--- config.mk ---
export PLATFORM = sky130hd
export DESIGN_NAME = add_bist
export DESIGN_NICKNAME = d
export VERILOG_FILES = /design/src/rtl/add_bist_pkg.sv /design/src/rtl/add_bist_settle_cnt.sv /design/src/rtl/add_bist.sv
export SDC_FILE = /design/constraint.sdc
export NUM_CORES = 1
export LEC_CHECK = 0
export BUFFER_PORTS_ARGS = -buffer_cell sky130_fd_sc_hd__buf_2
export CELL_PAD_IN_SITES_DETAIL_PLACEMENT = 1
export CELL_PAD_IN_SITES_GLOBAL_PLACEMENT = 2
export CORE_MARGIN = 3
export CORE_UTILIZATION = 32
export CTS_CLUSTER_DIAMETER = 150
export DETAILED_ROUTE_END_ITERATION = 7
export PLACE_DENSITY = 0.9
export SYNTH_ARGS = -nofsm -noshare
export SYNTH_HDL_FRONTEND = slang
export SYNTH_SLANG_ARGS = --single-unit
--- constraint.sdc ---
create_clock -name clk -period 2.35 [get_ports clk]
set_input_delay 0.1175 -clock clk [delete_from_list [all_inputs] [get_ports clk]]
set_output_delay 0.1175 -clock clk [all_outputs]
set_load 0.005 [all_outputs]
--- src/rtl/add_bist_pkg.sv ---
// Shared types and the golden reference for the add_bist self-test engine.
// Optional capture ports in add_bist are enabled by defining ADD_BIST_CAPTURE_EN.
package add_bist_pkg;

    // Widest adder the golden function supports; the engine's W must not exceed this.
    localparam int MAX_W = 32;

    typedef enum logic [1:0] {
        IDLE,
        DRIVE,
        CHECK,
        DONE
    } state_e;

    // Full-width sum: the carry lands in bit MAX_W, so nothing is truncated.
    function automatic logic [MAX_W:0] golden_sum(
        input logic [MAX_W-1:0] a,
        input logic [MAX_W-1:0] b,
        input logic             cin
    );
        return {1'b0, a} + {1'b0, b} + {{MAX_W{1'b0}}, cin};
    endfunction

endpackage

--- src/rtl/add_bist_settle_cnt.sv ---
// Loadable down-counter: after a load, expire asserts on the SETTLE-th enabled cycle.
module add_bist_settle_cnt #(
    parameter int SETTLE = 1
) (
    input  logic clk,
    input  logic rst_n,
    input  logic load,
    input  logic en,
    output logic expire
);

    localparam int CNT_W = (SETTLE > 1) ? $clog2(SETTLE) : 1;
    localparam logic [CNT_W-1:0] LOAD_VAL = CNT_W'(SETTLE - 1);

    logic [CNT_W-1:0] cnt_q, cnt_d;

    // NOTE: every variable assigned in always_comb gets a default first, so no latch is inferred.
    always_comb begin
        cnt_d = cnt_q;
        if (load) begin
            cnt_d = LOAD_VAL;
        end else if (en && (cnt_q != '0)) begin
            cnt_d = cnt_q - CNT_W'(1);
        end
    end

    // NOTE: state registers use non-blocking assignments so all flops update together at the edge.
    always_ff @(posedge clk or negedge rst_n) begin
        if (!rst_n) begin
            cnt_q <= '0;
        end else begin
            cnt_q <= cnt_d;
        end
    end

    assign expire = en && (cnt_q == '0);

endmodule

--- src/rtl/add_bist.sv ---
// Exhaustive self-test engine for a W-bit adder: sweeps every {a,b,cin} and counts mismatches.
// Define ADD_BIST_CAPTURE_EN to add fail_vec/fail_rsp capture of the first mismatch.
module add_bist
    import add_bist_pkg::*;
#(
    parameter int W      = 1,
    parameter int SETTLE = 1,
    parameter int ERR_W  = 8
) (
    input  logic             clk,
    input  logic             rst_n,
    input  logic             start,
    output logic [W-1:0]     dut_a,
    output logic [W-1:0]     dut_b,
    output logic             dut_cin,
    input  logic [W-1:0]     dut_s,
    input  logic             dut_cout,
    output logic             busy,
    output logic             done,
    output logic             pass,
    output logic [ERR_W-1:0] err_cnt,
    output logic [2*W:0]     vec_idx
`ifdef ADD_BIST_CAPTURE_EN
    ,
    output logic [2*W:0]     fail_vec,
    output logic [W:0]       fail_rsp
`endif
);

    localparam int VEC_W = 2 * W + 1;
    localparam logic [VEC_W-1:0] VEC_LAST = '1;
    localparam logic [ERR_W-1:0] ERR_MAX  = '1;

    state_e           state_q, state_d;
    logic [VEC_W-1:0] vec_idx_q, vec_idx_d;
    logic [ERR_W-1:0] err_cnt_q, err_cnt_d;

    logic             settle_load;
    logic             settle_en;
    logic             settle_expire;

    logic [W-1:0]     op_a, op_b;
    logic             op_cin;
    logic             drive_en;
    logic [W:0]       rsp;
    logic [MAX_W:0]   expected_full, observed_full;
    logic             mismatch;

`ifdef ADD_BIST_CAPTURE_EN
    logic [VEC_W-1:0] fail_vec_q, fail_vec_d;
    logic [W:0]       fail_rsp_q, fail_rsp_d;
`endif

    assign op_a   = vec_idx_q[2*W:W+1];
    assign op_b   = vec_idx_q[W:1];
    assign op_cin = vec_idx_q[0];

    assign rsp           = {dut_cout, dut_s};
    assign expected_full = golden_sum(MAX_W'(op_a), MAX_W'(op_b), op_cin);
    assign observed_full = (MAX_W + 1)'(rsp);
    assign mismatch      = (expected_full != observed_full);

    assign settle_en = (state_q == DRIVE);

    add_bist_settle_cnt #(
        .SETTLE (SETTLE)
    ) u_settle (
        .clk    (clk),
        .rst_n  (rst_n),
        .load   (settle_load),
        .en     (settle_en),
        .expire (settle_expire)
    );

    always_comb begin
        state_d     = state_q;
        vec_idx_d   = vec_idx_q;
        err_cnt_d   = err_cnt_q;
        settle_load = 1'b0;
`ifdef ADD_BIST_CAPTURE_EN
        fail_vec_d  = fail_vec_q;
        fail_rsp_d  = fail_rsp_q;
`endif
        case (state_q)
            IDLE, DONE: begin
                if (start) begin
                    vec_idx_d   = '0;
                    err_cnt_d   = '0;
                    settle_load = 1'b1;
                    state_d     = DRIVE;
`ifdef ADD_BIST_CAPTURE_EN
                    fail_vec_d  = '0;
                    fail_rsp_d  = '0;
`endif
                end
            end
            DRIVE: begin
                if (settle_expire) begin
                    state_d = CHECK;
                end
            end
            CHECK: begin
                if (mismatch) begin
                    if (err_cnt_q != ERR_MAX) begin
                        err_cnt_d = err_cnt_q + ERR_W'(1);
                    end
`ifdef ADD_BIST_CAPTURE_EN
                    // A zero count means this is the first mismatch of the sweep.
                    if (err_cnt_q == '0) begin
                        fail_vec_d = vec_idx_q;
                        fail_rsp_d = rsp;
                    end
`endif
                end
                if (vec_idx_q == VEC_LAST) begin
                    state_d = DONE;
                end else begin
                    vec_idx_d   = vec_idx_q + VEC_W'(1);
                    settle_load = 1'b1;
                    state_d     = DRIVE;
                end
            end
        endcase
    end

    always_ff @(posedge clk or negedge rst_n) begin
        if (!rst_n) begin
            state_q   <= IDLE;
            vec_idx_q <= '0;
            err_cnt_q <= '0;
        end else begin
            state_q   <= state_d;
            vec_idx_q <= vec_idx_d;
            err_cnt_q <= err_cnt_d;
        end
    end

`ifdef ADD_BIST_CAPTURE_EN
    always_ff @(posedge clk or negedge rst_n) begin
        if (!rst_n) begin
            fail_vec_q <= '0;
            fail_rsp_q <= '0;
        end else begin
            fail_vec_q <= fail_vec_d;
            fail_rsp_q <= fail_rsp_d;
        end
    end

    assign fail_vec = fail_vec_q;
    assign fail_rsp = fail_rsp_q;
`endif

    // Outputs decode straight from reset flops, so an async reset clears them without a clock.
    assign drive_en = (state_q == DRIVE) || (state_q == CHECK);
    assign dut_a    = drive_en ? op_a   : '0;
    assign dut_b    = drive_en ? op_b   : '0;
    assign dut_cin  = drive_en ? op_cin : 1'b0;
    assign busy     = drive_en;
    assign done     = (state_q == DONE);
    assign pass     = done && (err_cnt_q == '0);
    assign err_cnt  = err_cnt_q;
    assign vec_idx  = vec_idx_q;

endmodule

* Yosys cells after proc, flatten, opt, wreduce, memory -nomap -nowiden
Cells that the tools add are included.
W data, S select, Z words.
** Word-level totals
- Bits in registers :: 14
- Input bits :: 5
- Output and inout port bits :: 17
- Logic and storage cells :: 52
** Cells by class
- Add/subtract/negate cells :: 5
- Equal/unequal tests :: 11
- Muxes and demuxes :: 19
- Bitwise operators :: 1
- Reductions and logical operators :: 12
** Operators by type and width (count)
- $mux W8 :: 3
- $pmux W8 S2 :: 1
- $ne A2 B2 Y1 const B :: 5
- $add A8 B1 Y8 const B :: 1
- $logic_not A8 Y1 :: 1
- $ne A8 B8 Y1 const B :: 1
- $mux W1 :: 7
- $mux W2 :: 3
- $mux W3 :: 2
- $pmux W2 S3 :: 1
- $pmux W3 S2 :: 1
- $eq A2 B2 Y1 const B :: 2
- $reduce_and A4 Y1 :: 1
- $reduce_bool A2 Y1 :: 2
- $add A2 B1 Y3 :: 1
- $add A3 B1 Y3 const B :: 1
- $eq A3 B3 Y1 const B :: 1
- $logic_and A1 B1 Y1 :: 3
- $ne A3 B2 Y1 :: 1
- $reduce_and A3 Y1 :: 1
- $add A1 B1 Y2 :: 1
- $eq A2 B1 Y1 const B :: 1
- $logic_not A2 Y1 :: 1
- $pmux W1 S2 :: 1
- other kinds (5) :: 5

* Longest topological paths before layout
- Depth in word-level cells :: 5
- Mapped depth :: 6
- Mapped depth without buffers :: 6

* By module
Synthesis repeated with hierarchy kept, for this count alone.
** Unflattened totals
- Cell total of the unflattened synthesis :: 111
- Area total of the unflattened synthesis :: 1003.5 sq um
** By module, submodules not included
- add_bist :: instances 1, cells each 108, area an instance 957.2 sq um, sequential area each 325.3 sq um
- add_bist_settle_cnt :: instances 1, cells each 3, area an instance 46.3 sq um, sequential area each 25.0 sq um

* Worst setup path before layout
No wires, ideal clock.
- Kind :: register -> register
- Start point :: register vec_idx_q[0], in the netlist vec_idx[0]
- End point :: register err_cnt_q[5], in the netlist err_cnt[5]
- Library setup time :: 0.099 ns
- Arrival :: 1.836 ns
- Data required time :: 2.251 ns
- Slack :: 0.414 ns
- Cell stages (with the launch flop) :: 6
- Path buffers :: 0
- Clock period less this slack :: 1.936 ns
- Path through :: dfrtp_1 fa_1 xnor2_1 a211oi_4 and3_2 a311oi_1
** On the way
- Longest elaborated chain between the ends :: 4
** Ends and longest elaborated chain
- from (decl) :: line add_bist.sv:35 : logic [VEC_W-1:0] vec_idx_q, vec_idx_d;
- from (signal assigned) :: line add_bist.sv:133 : vec_idx_q <= vec_idx_d;
- $add A2 B1 Y3 :: line add_bist_pkg.sv:21 : return {1'b0, a} + {1'b0, b} + {{MAX_W{1'b0}}, cin};
- $ne A3 B2 Y1 :: line add_bist.sv:61 : assign mismatch = (expected_full != observed_full);
- $ne A2 B2 Y1 (no line)
- $reduce_and A4 Y1 (no line)
- to (signal assigned) :: line add_bist.sv:134 : err_cnt_q <= err_cnt_d;
- to (decl) :: line add_bist.sv:36 : logic [ERR_W-1:0] err_cnt_q, err_cnt_d;
No other way between the ends.
A chain may end at the register's enable or synchronous reset.

* Final worst setup path
Same ends and word-level chain as after synthesis.

==> run summary <==
outcome = complete, no violations
setup TNS = 0 ns
pins over their slew limit = 0
Post-synth ARST share = 100%
Core Util, Final = 41.2%
HPWL Detailed = 1930 um
CTS Buffer Depth = 2
CTS Sinks = 14
vias in the first global route = 922
Clock transition at path regs = 0.09 ns
Placed Area = 1130 um2
Final ANT Viol Nets = 0
VDD IR max = 0.474 mV
Post-CTS Repair Setup Buffers = 0
final setup fails = 0
Yosys warning total = 0
Tmin final = 2.09 ns
max_cap viols = 0
via count of the routed design = 908
CP Capture Type = register
synthesized instance count = 106
DR WL/cell = 15.7 um
Die Width = 61.8 um
Area contributors post-synth = dfrtp_1, ha_1, nand2_1
dpl ws = 0.266 ns
Rel. slew slack = 64.9%
Total Wirelength = 2540 um
EDFF count, synth = 0
Synth cell types = 42
static leakage = 0.567 nW
root buf cell = clkbuf_4
syn_nets = 120
CTS Buf Count = 3
gpl congestion = 0.792
Avg Synthesized Cell Area = 9.38 um2
worst slew pin tran = 0.526 ns
clock latency on the worst-skew pair = 0.28 ns
Pre-Repair DR Iteration Count = 4
#FFs+latches synth = 14
Syn-to-layout area delta = 18.2%
Residual DRC = 0
io pins = 22
f_max = 479 MHz
Critical Path AT = 2.28 ns
RSZ-0062 raised after global routing = false
Clock Skews = 0.000919 ns
GR Overflow Total = 0
TritonCTS clock tree = done
nets@finish = 145
Core ar. = 2850 um2
layout cells sized above 1 = 25.4%
Setup CP Type = reg -> reg
Worst Path Required = 2.54 ns
Power Dens Cells = 935 nW/um2
Worst Hold Class = in -> reg
post-route clock period utilization = 88.9%
Non-Filler Cell Area, Final = 1180 um2
crit path launch type = register
die footprint = 3810 um2
first-pass GRT wire length = 4300 um
main flop type after synthesis = dfrtp_1
Die Y-Extent = 61.8 um
r2r setup slk = 0.26 ns
initial core utilization = 34.9%
CP Max Fanout = 7
Rows = 19
final worst-path setup slack = 0.261 ns
Final Hold Fails = 0
synthesized area = 995 um2
Iteration-0 DRC Markers = 41
GRT Resource Usage Total = 15.3%
initial antenna violation count = 0
htree depth = 1
largest net degree at the start of global routing = 16
area share of the largest cell type after synthesis = 35.2%
post-DR vias/cell = 5.64
PortBufs = 21
antenna cells = 0
sequential-to-total area share from yosys stat = 35.2%
Yosys top cell by area = dfrtp_1
flip-flops by register name, indices dropped and copies added, names as in the netlist:
register / cells
vec_idx: 3
u_settle.cnt_q: 1
err_cnt: 8
state_q: 2
cell usage after synthesis, drive strengths merged (2+ instances only):
master / number
a21o: 2
a21oi: 5
a22o: 3
a31oi: 2
and2: 2
and3: 3
and4: 2
clkbuf: 2
dfrtp: 14
ha: 8
inv: 6
nand2: 12
nand2b: 3
nand3: 3
nand4: 5
nor2: 2
nor2b: 4
nor3: 4
o21ai: 5
xnor2: 2
final cells by class:
cell class | instances | area, um2
clock buffer | 4 | 36.3
fill | 336 | 1680
inverter | 6 | 22.5
multi-input combinational | 84 | 613
sequential | 14 | 350
tap | 31 | 38.8
timing repair buffer | 22 | 115
kinds of logic after synthesis:
kind of cell | count (synthesis) | share of synthesized area [%]
fa+ha+maj | 9 | 12.1
xor+xnor | 2 | 2.52
buf+inv | 8 | 3.14
simple gates | 46 | 26.3
mux | 1 | 1.13
flops | 14 | 35.2
compound gates | 26 | 19.6
cells in the final DEF, fill, tap and decap left out, types with 2 or more instances in the layout:
cell type	synthesis	routed
nand3_1	3	3
nand4_1	5	5
clkbuf_4	0	3
nor3_1	4	4
nand2b_1	3	3
a22o_1	3	3
nor2b_1	4	4
ha_1	8	8
and3_1	2	2
dfrtp_1	14	14
nor2_1	2	2
o21ai_0	5	5
inv_1	6	6
nand2_1	12	12
a21o_1	2	2
a31oi_1	2	2
a21oi_1	5	5
buf_2	0	21
worst paths after layout:
kind | from | endpoint | cells past startpoint
setup / recovery | vec_idx[0]$_DFFE_PN0P_ | err_cnt[5]$_DFFE_PN0P_ | 5
hold / removal | start | u_settle.cnt_q$_DFFE_PN0P_ | 4
setup reg to reg | vec_idx[0]$_DFFE_PN0P_ | err_cnt[5]$_DFFE_PN0P_ | 5
hold reg to reg | u_settle.cnt_q$_DFFE_PN0P_ | state_q[0]$_DFFE_PN0P_ | 2
max in group asynchronous | rst_n | err_cnt[1]$_DFFE_PN0P_ | 2
min in group asynchronous | rst_n | err_cnt[0]$_DFFE_PN0P_ | 2
worst max-delay path: stages, from the launching register on:
cell and delay, ns:
dfrtp_1 0.47, fa_1 0.51, xnor2_1 0.37, a211oi_4 0.14, and3_2 0.22, a311oi_1 0.27
power by group:
group,switching [mW],internal [mW]
Sequential,0.0508,0.277
Clock,0.0865,0.0943
Combinational,0.360,0.231
Total,0.498,0.602
metal layers:
layer	track usage (%)	part of all wire (%)	vias up
met5	0	0	-
met4	5.45	1.5	0
met3	3.31	4.6	4
met2	25.9	50	21
met1	19.1	44	440
li1	-	-	443
through the flow:
step / power, mW / hold WS [ns] / instances
finish: 1.10 / 0.180 / 161
global route: 1.20 / 0.210 / 161
CTS: 1.12 / 0.177 / 161
detailed placement: 0.934 / 0.0444 / 156
global placement: 0.907 / 0.0462 / 156
floorplan: 0.746 / -0.178 / 106
repair_timing:
action,CTS,global route
resized for setup,0,0
hold buffers,1,0
hold endpoints to repair,14,0
No activity file was read; power rests on OpenSTA's default activity.
